<file path="config.mk">
export PLATFORM = sky130hd
export DESIGN_NAME = hazard_ctrl
export DESIGN_NICKNAME = d
export VERILOG_FILES = /design/src/rtl/hazard_pkg.sv /design/src/rtl/hazard_ctrl_sat_counter.sv /design/src/rtl/hazard_ctrl.sv
export SDC_FILE = /design/constraint.sdc
export NUM_CORES = 1
export LEC_CHECK = 0
export CORE_ASPECT_RATIO = 1.4
export CORE_UTILIZATION = 40
export CTS_BUF_LIST = sky130_fd_sc_hd__clkbuf_8
export DETAILED_ROUTE_END_ITERATION = 10
export PLACE_DENSITY = 0.67
export SETUP_SLACK_MARGIN = 0.2
export SYNTH_ARGS = -nofsm -noshare
export SYNTH_HDL_FRONTEND = slang
export SYNTH_SLANG_ARGS = --single-unit
</file>
<file path="constraint.sdc">
create_clock -name clk -period 6.43 [get_ports clk]
set_clock_uncertainty 0.1 [all_clocks]
set_input_delay 0.643 -clock clk [delete_from_list [all_inputs] [get_ports clk]]
set_output_delay 0.643 -clock clk [all_outputs]
set_load 0.05 [all_outputs]
</file>
<file path="src/rtl/hazard_pkg.sv">
// Shared types, defaults and helpers for the pipeline hazard controller.
//   state_t        : controller FSM encoding
//   MC_LAT_DEF     : default E-stage occupancy of a multi-cycle ALU op
//   MEM_TO_DEF     : default memory-wait timeout in cycles
//   load_use_hit() : load-use hazard detection between D and E
package hazard_pkg;

    typedef enum logic [1:0] {
        RUN      = 2'd0,
        MC_BUSY  = 2'd1,
        MEM_WAIT = 2'd2
    } state_t;

    localparam int unsigned MC_LAT_DEF = 4;
    localparam int unsigned MEM_TO_DEF = 255;

    // Register indices are passed zero-extended to 32 bits so one function
    // serves any register-index width up to 32.
    function automatic logic load_use_hit(
        input logic        regmem_e,
        input logic        regw_e,
        input logic        use_a,
        input logic        use_b,
        input logic [31:0] src_a,
        input logic [31:0] src_b,
        input logic [31:0] dst_e
    );
        return regmem_e & regw_e &
               ((use_a & (src_a == dst_e)) | (use_b & (src_b == dst_e)));
    endfunction

endpackage

</file>
<file path="src/rtl/hazard_ctrl_sat_counter.sv">
// Saturating up-counter.
//   clk   : rising-edge clock
//   rst   : synchronous active-high clear
//   en    : count this cycle
//   count : current value, holds at all-ones
module sat_counter #(
    parameter int unsigned N = 32
) (
    input  logic         clk,
    input  logic         rst,
    input  logic         en,
    output logic [N-1:0] count
);

    always_ff @(posedge clk) begin
        if (rst)
            count <= '0;
        else if (en && (count != '1))
            count <= count + 1'b1;
    end

endmodule

</file>
<file path="src/rtl/hazard_ctrl.sv">
// Pipeline hazard and sequencing controller for the 5-stage core.
// Drives stall/flush of the F/D, D/E and E/M registers for load-use
// hazards, taken branches / PC loads, multi-cycle ALU ops and data-memory
// wait states, and counts stalled fetch cycles.
//   clk, rst                  : clock, synchronous active-high reset
//   srcA_D, srcB_D, useA_D/B  : sources read by the instruction in D
//   dst_E, regw_E, regmem_E   : destination / write / load of E instruction
//   taken_E, pcload_E         : control transfer resolved in E
//   mc_E                      : E holds a multi-cycle ALU op
//   memreq_M, mem_ready       : M-stage data memory handshake
//   stall_F/D/E/M             : hold the corresponding pipeline register
//   flush_D, flush_E          : clear F/D and D/E at the next edge
//   busy                      : FSM not in RUN
//   mem_err                   : sticky memory-timeout flag
//   stall_cnt                 : saturating count of cycles with stall_F=1
module hazard_ctrl
    import hazard_pkg::*;
#(
    parameter int unsigned M      = 4,
    parameter int unsigned N      = 32,
    parameter int unsigned MC_LAT = MC_LAT_DEF,
    parameter int unsigned MEM_TO = MEM_TO_DEF
) (
    input  logic         clk,
    input  logic         rst,
    input  logic [M-1:0] srcA_D,
    input  logic [M-1:0] srcB_D,
    input  logic         useA_D,
    input  logic         useB_D,
    input  logic [M-1:0] dst_E,
    input  logic         regw_E,
    input  logic         regmem_E,
    input  logic         taken_E,
    input  logic         pcload_E,
    input  logic         mc_E,
    input  logic         memreq_M,
    input  logic         mem_ready,
    output logic         stall_F,
    output logic         stall_D,
    output logic         stall_E,
    output logic         stall_M,
    output logic         flush_D,
    output logic         flush_E,
    output logic         busy,
    output logic         mem_err,
    output logic [N-1:0] stall_cnt
);

    localparam int unsigned MC_W = $clog2(MC_LAT);
    localparam int unsigned TO_W = $clog2(MEM_TO + 1);
    localparam logic [MC_W-1:0] MC_LAST = MC_W'(MC_LAT - 1);
    localparam logic [TO_W-1:0] TO_MAX  = TO_W'(MEM_TO);

    state_t          state, state_nxt;
    logic [MC_W-1:0] mc_cnt, mc_cnt_nxt;
    logic [TO_W-1:0] to_cnt, to_cnt_nxt;
    logic            mem_wait;
    logic            hazard;

    assign mem_wait = memreq_M & ~mem_ready;
    assign hazard   = load_use_hit(regmem_E, regw_E, useA_D, useB_D,
                                   32'(srcA_D), 32'(srcB_D), 32'(dst_E));

    // State and counter registers
    always_ff @(posedge clk) begin
        if (rst) begin
            state   <= RUN;
            mc_cnt  <= '0;
            to_cnt  <= '0;
            mem_err <= 1'b0;
        end else begin
            state  <= state_nxt;
            mc_cnt <= mc_cnt_nxt;
            to_cnt <= to_cnt_nxt;
            // Flag fires on the edge where the wait counter reaches the limit.
            if ((state_nxt == MEM_WAIT) && (to_cnt_nxt == TO_MAX))
                mem_err <= 1'b1;
        end
    end

    // Next-state and counter updates
    always_comb begin
        state_nxt  = state;
        mc_cnt_nxt = mc_cnt;
        to_cnt_nxt = to_cnt;
        unique case (state)
            RUN: begin
                if (mem_wait) begin
                    state_nxt  = MEM_WAIT;
                    to_cnt_nxt = TO_W'(1);
                end else if (mc_E) begin
                    state_nxt  = MC_BUSY;
                    mc_cnt_nxt = MC_W'(1);
                end
            end
            MC_BUSY: begin
                // A memory wait parks the op; mc_cnt stays frozen in MEM_WAIT
                // and the op resumes from MEM_WAIT back into MC_BUSY.
                if (mem_wait) begin
                    state_nxt  = MEM_WAIT;
                    to_cnt_nxt = TO_W'(1);
                end else if (mc_cnt == MC_LAST) begin
                    state_nxt  = RUN;
                    mc_cnt_nxt = '0;
                end else begin
                    mc_cnt_nxt = mc_cnt + 1'b1;
                end
            end
            MEM_WAIT: begin
                if (mem_ready) begin
                    state_nxt  = (mc_cnt != '0) ? MC_BUSY : RUN;
                    to_cnt_nxt = '0;
                end else if (to_cnt != TO_MAX) begin
                    to_cnt_nxt = to_cnt + 1'b1;
                end
            end
            default: state_nxt = RUN;
        endcase
    end

    // Outputs
    always_comb begin
        stall_F = 1'b0;
        stall_D = 1'b0;
        stall_E = 1'b0;
        stall_M = 1'b0;
        flush_D = 1'b0;
        flush_E = 1'b0;
        busy    = 1'b0;
        if (rst) begin
            flush_D = 1'b1;
            flush_E = 1'b1;
        end else begin
            busy = (state != RUN);
            unique case (state)
                RUN: begin
                    if (mem_wait) begin
                        {stall_F, stall_D, stall_E, stall_M} = '1;
                    end else if (mc_E) begin
                        {stall_F, stall_D, stall_E} = '1;
                    end else if (taken_E | pcload_E) begin
                        flush_D = 1'b1;
                        flush_E = 1'b1;
                    end else if (hazard) begin
                        stall_F = 1'b1;
                        stall_D = 1'b1;
                        flush_E = 1'b1;
                    end
                end
                MC_BUSY: begin
                    if (mem_wait)
                        {stall_F, stall_D, stall_E, stall_M} = '1;
                    else if (mc_cnt != MC_LAST)
                        {stall_F, stall_D, stall_E} = '1;
                end
                MEM_WAIT: begin
                    if (!mem_ready)
                        {stall_F, stall_D, stall_E, stall_M} = '1;
                end
                default: ;
            endcase
        end
    end

    sat_counter #(.N(N)) u_stall_cnt (
        .clk   (clk),
        .rst   (rst),
        .en    (stall_F),
        .count (stall_cnt)
    );

endmodule

</file>
Yosys cells after proc, flatten, opt, wreduce, memory -nomap -nowiden. Index checks and enable logic that the tools add are counted.

Bits in writable memories: 0. ROM bits: 0. Output and inout bits: 40. Word-level logic and storage cells: 80. Input bits: 23. Register bits after elaboration: 45. Bits in latches: 0. Memories kept: 0.

Equal/unequal tests: 13. Magnitude comparators: 0. Reductions and logical operators: 8. Add/sub/neg operators: 3. Shift operators: 0. $mul: 0. Muxes and demuxes: 43. Div/mod/pow operators: 0. Bitwise gates (word level): 8.

Operator list (count): $add A32 B1 Y32 const B (1); $ne A32 B32 Y1 const B (1); $mux W1 (25); $mux W8 (3); $mux W2 (9); $pmux W8 S2 (1); $add A8 B1 Y8 const B (1); $eq A4 B4 Y1 (2); $eq A8 B8 Y1 const B (1); $ne A2 B2 Y1 const B (4); $ne A8 B8 Y1 const B (1); $eq A2 B2 Y1 const B (3); $pmux W1 S3 (2); $pmux W2 S3 (1); $reduce_bool A2 Y1 (3); $and A1 B1 Y1 (5); $pmux W2 S2 (1); $reduce_and A4 Y1 (1); $add A2 B1 Y2 const B (1); $eq A2 B1 Y1 const B (1); $logic_and A1 B1 Y1 (2); $logic_not A2 Y1 (1); $or A1 B1 Y1 (2); $pmux W1 S2 (1); other kinds (2) (2).

Longest topological paths before layout.
Depth in word-level cells: 11. Mapped depth: 9. Mapped depth without buffers: 8.

Hierarchy. From an unflattened synthesis, not the netlist that was laid out.

Cell total of the unflattened synthesis: 310. Area total of the unflattened synthesis: 2565.0 µm².

By module, submodules not included: sat_counter (cells an instance 187, times used 1, area each 1606.5 µm², seq. area each 640.6 µm²); hazard_ctrl (cells an instance 123, times used 1, area each 958.4 µm², seq. area each 260.2 µm²).

Least setup slack after synthesis. Ideal clock, no wire load.

Path kind: input to output. Start: in rst. End: out stall_M. Path buffers: 2. Arrival time: 2.077 ns. Setup slack: 3.610 ns. Cell stages on the path: 3. Required time: 5.687 ns. Cell sequence: clkbuf_1 -> clkbuf_1 -> nor3_1.

Longest elaborated chain between the ends: 1.

RTL lines: from (decl) (line hazard_ctrl.sv:25) `input logic rst,`; $mux W1 (line hazard_ctrl.sv:130) `if (rst) begin`; to (decl) (line hazard_ctrl.sv:41) `output logic stall_M,`.

No other way between the ends.

Worst setup path in the final report.
Start: in rst. End: out stall_D.

Longest elaborated chain between the ends: 1.

RTL lines: $mux W1 (line hazard_ctrl.sv:130); to (decl) (line hazard_ctrl.sv:39) `output logic stall_D,`.

No other way between the ends.

==> results.cfg <==
[pwr]
p_leak_nw = 1.01
powerDensity_mw_per_mm2 = 163
ir_worst_vdd_uv = 87.8
finalPower_w = 0.000542

[logic_synthesis]
yosysTopAreaCellShare = 0.344
synth-seq-area-share = 0.344
synth_area_leader_cell = dfxtp_1
syn_nets = 350
ys_top_cells_by_count = 45 x dfxtp_1, 33 x a21oi_1, 22 x or4_1, 20 x nor2_1
ys_ff_latch = 45
synth_cell_types = 55
syn_inst = 323
synth-warning-count = 0
yosys.cell_count.top_type = dfxtp_1
netlist_area_mm2 = 0.00262
ys_top_cells_by_area = dfxtp_1 34%, a21oi_1 6.3%, or4_1 6.3%
synth_edf_count = 0
synth.avg_cell_area_um2 = 8.12
synth_ff_type = dfxtp_1
async_flop_share = 0

[floorplanning]
start_util = 0.419
die_y_um = 97.8
dieArea_mm2 = 0.00689
core_area_mm2 = 0.00625
dieWidth_um = 70.4
rows = 34
pin_count = 63

[placement]
numPortBuffers = 62
routabilityCongestion = 0.836
hpwlAfterDp_mm = 4.67

[global_route]
grt_pass1_wl_mm = 10.5
track_usage = 0.186
antenna_found_initial = 0
grt_overflow_total = 0
grt_max_degree = 59
grt_pass1_vias = 2374

[setup_path]
cp.arrival_ns = 3.60
rrSetupSlack_ns = 3.93
cp_max_fo = 58
critPathLaunchType = input port
cpMostUsedCell = clkdlybuf4s50_1
slowest_delay_ns = 0.74
slowest_stage = clkdlybuf4s50_1
path_cells = clkdlybuf4s50_1, buf_4, clkinv_1, nand2_1, o32a_1, o21a_4, inv_2, clkdlybuf4s50_1
cp_data_required_time_ns = 5.69
path_class = input port to output port
end_kind = output port
crit_buf_inv = 5
timing.rr.start = u_stall_cnt.count[13]
crit_start = rst
crit_family = buffers and inverters

[clocking]
postCtsSetupBuffers = 0
post_cts_resized = 0
clock_latency_ns = 0.30
htreeDepth = 2
cts_buffer_depth = 2
clock-root-buffer = clkbuf_8
cts.reportedPaths.clkPinSlew_ns = 0.08
clock_sinks = 45
holdBufCountCts = 0
numCtsBuffers = 5
cts_tree = yes

[worst_hold_path]
min_path_type = register to register
min_from = mem_err

[drt]
vias = 2681
firstDrtPassIters = 4
first_iter_violations = 106
wl_per_cell_um = 14.4
wl_mm = 6.46
drc = 0
viasPerCell = 5.98
drtAntennaViolNets = 0

[cells_and_area]
syn_to_final_growth_pct = 26.6
diodes = 0
nNetsFinal = 402
drive_gt1_frac = 0.0585
fill_cells = 603

[sta]
tightestPinTransition_ns = 0.596
fin_crit_ns = 4.35
tns_ns = 0
rsz0062_at_grt = no
finalCritPeriodShare = 0.676
max_freq_mhz = 230
hold_slack_ns = 0.387
relSlewSlack = 0.598
maxSlewViolCount = 0
hold_viol = 0
finalSetupViolations = 0

[run]
drv_cap = 0

[outcome]
status = completed
[power by group]
group | leakage (nW) | total [W] | internal, W | switching (W)
clock network | 0.0491 | 0.000167 | 0.0000739 | 0.0000928
logic | 0.599 | 0.0000876 | 0.0000348 | 0.0000528
registers | 0.364 | 0.000288 | 0.000282 | 0.00000563
[cells in the final DEF, fill, tap and decap left out, drive strengths merged, types with 3 or more instances in the layout]
| master | Yosys | routed |
|---|---|---|
| clkbuf | 10 | 5 |
| o311ai | 4 | 4 |
| inv | 16 | 17 |
| o21ai | 9 | 9 |
| nand2 | 19 | 19 |
| a41oi | 3 | 3 |
| a21oi | 34 | 34 |
| nor2 | 21 | 21 |
| and3 | 5 | 5 |
| a211oi | 3 | 3 |
| nor4 | 3 | 3 |
| clkinv | 1 | 3 |
| dfxtp | 45 | 45 |
| o31ai | 19 | 19 |
| nand3 | 20 | 20 |
| xnor2 | 8 | 8 |
| ha | 4 | 4 |
| nand4 | 18 | 18 |
| or4 | 22 | 22 |
| a21o | 3 | 3 |
| clkdlybuf4s50 | 0 | 62 |
| nand2b | 4 | 4 |
| nor3 | 9 | 9 |
| o41ai | 6 | 6 |
[final cells by class]
type	instances	area (µm²)	share of cell area
clock inverters	3	13.8	0.00415
repair buffers	64	636	0.191
inverters	17	63.8	0.0192
clock buffers	5	68.8	0.0207
multi-input cells	242	1550	0.466
flip-flops and latches	45	901	0.271
well taps	72	90.1	0.0271
[cells by family (layout without fill, tap and decap cells)]
logic type,count (synthesis),after routing,synth area share
DFF,45,45,0.344
muxes,2,2,0.00764
AOI/OAI and AO/OA,94,94,0.242
xor gates and xnor gates,8,8,0.0267
and+or+nand+nor,134,134,0.294
buffers and inverters,36,89,0.0663
adders and majority gates,4,4,0.0191
[registers in the layout (all words and copies together) (netlist names)]
register and cells:
state 2, mem_err 1, mc_cnt 2, to_cnt 8, u_stall_cnt.count 32
[stage by stage]
step,worst slack (ns),cells,utilization,cell area (µm²)
floorplan,3.61,323,-,2620
global placement,2.13,440,0.518,3240
detailed placement,2.08,440,0.518,3240
CTS,2.06,448,0.531,3320
global route,1.86,448,0.531,3320
finish,2.08,448,0.531,3320
[routing by layer]
metal / global-route usage / vias up / wire length [µm] / share of wire
met1: 0.206 / 1261 / 2720 / 0.42
met4: 0.0723 / 0 / 98 / 0.015
met5: 0 / - / 0 / 0
li1: - / 1349 / - / -
met3: 0.0320 / 6 / 276 / 0.043
met2: 0.345 / 65 / 3360 / 0.52
[worst paths after layout]
check | cells after the start | endpoint
hold reg to reg | 1 | mem_err
setup / recovery | 8 | stall_D
setup reg to reg | 7 | u_stall_cnt.count[9]
hold / removal | 1 | mem_err
No activity file was read; power rests on OpenSTA's default activity.
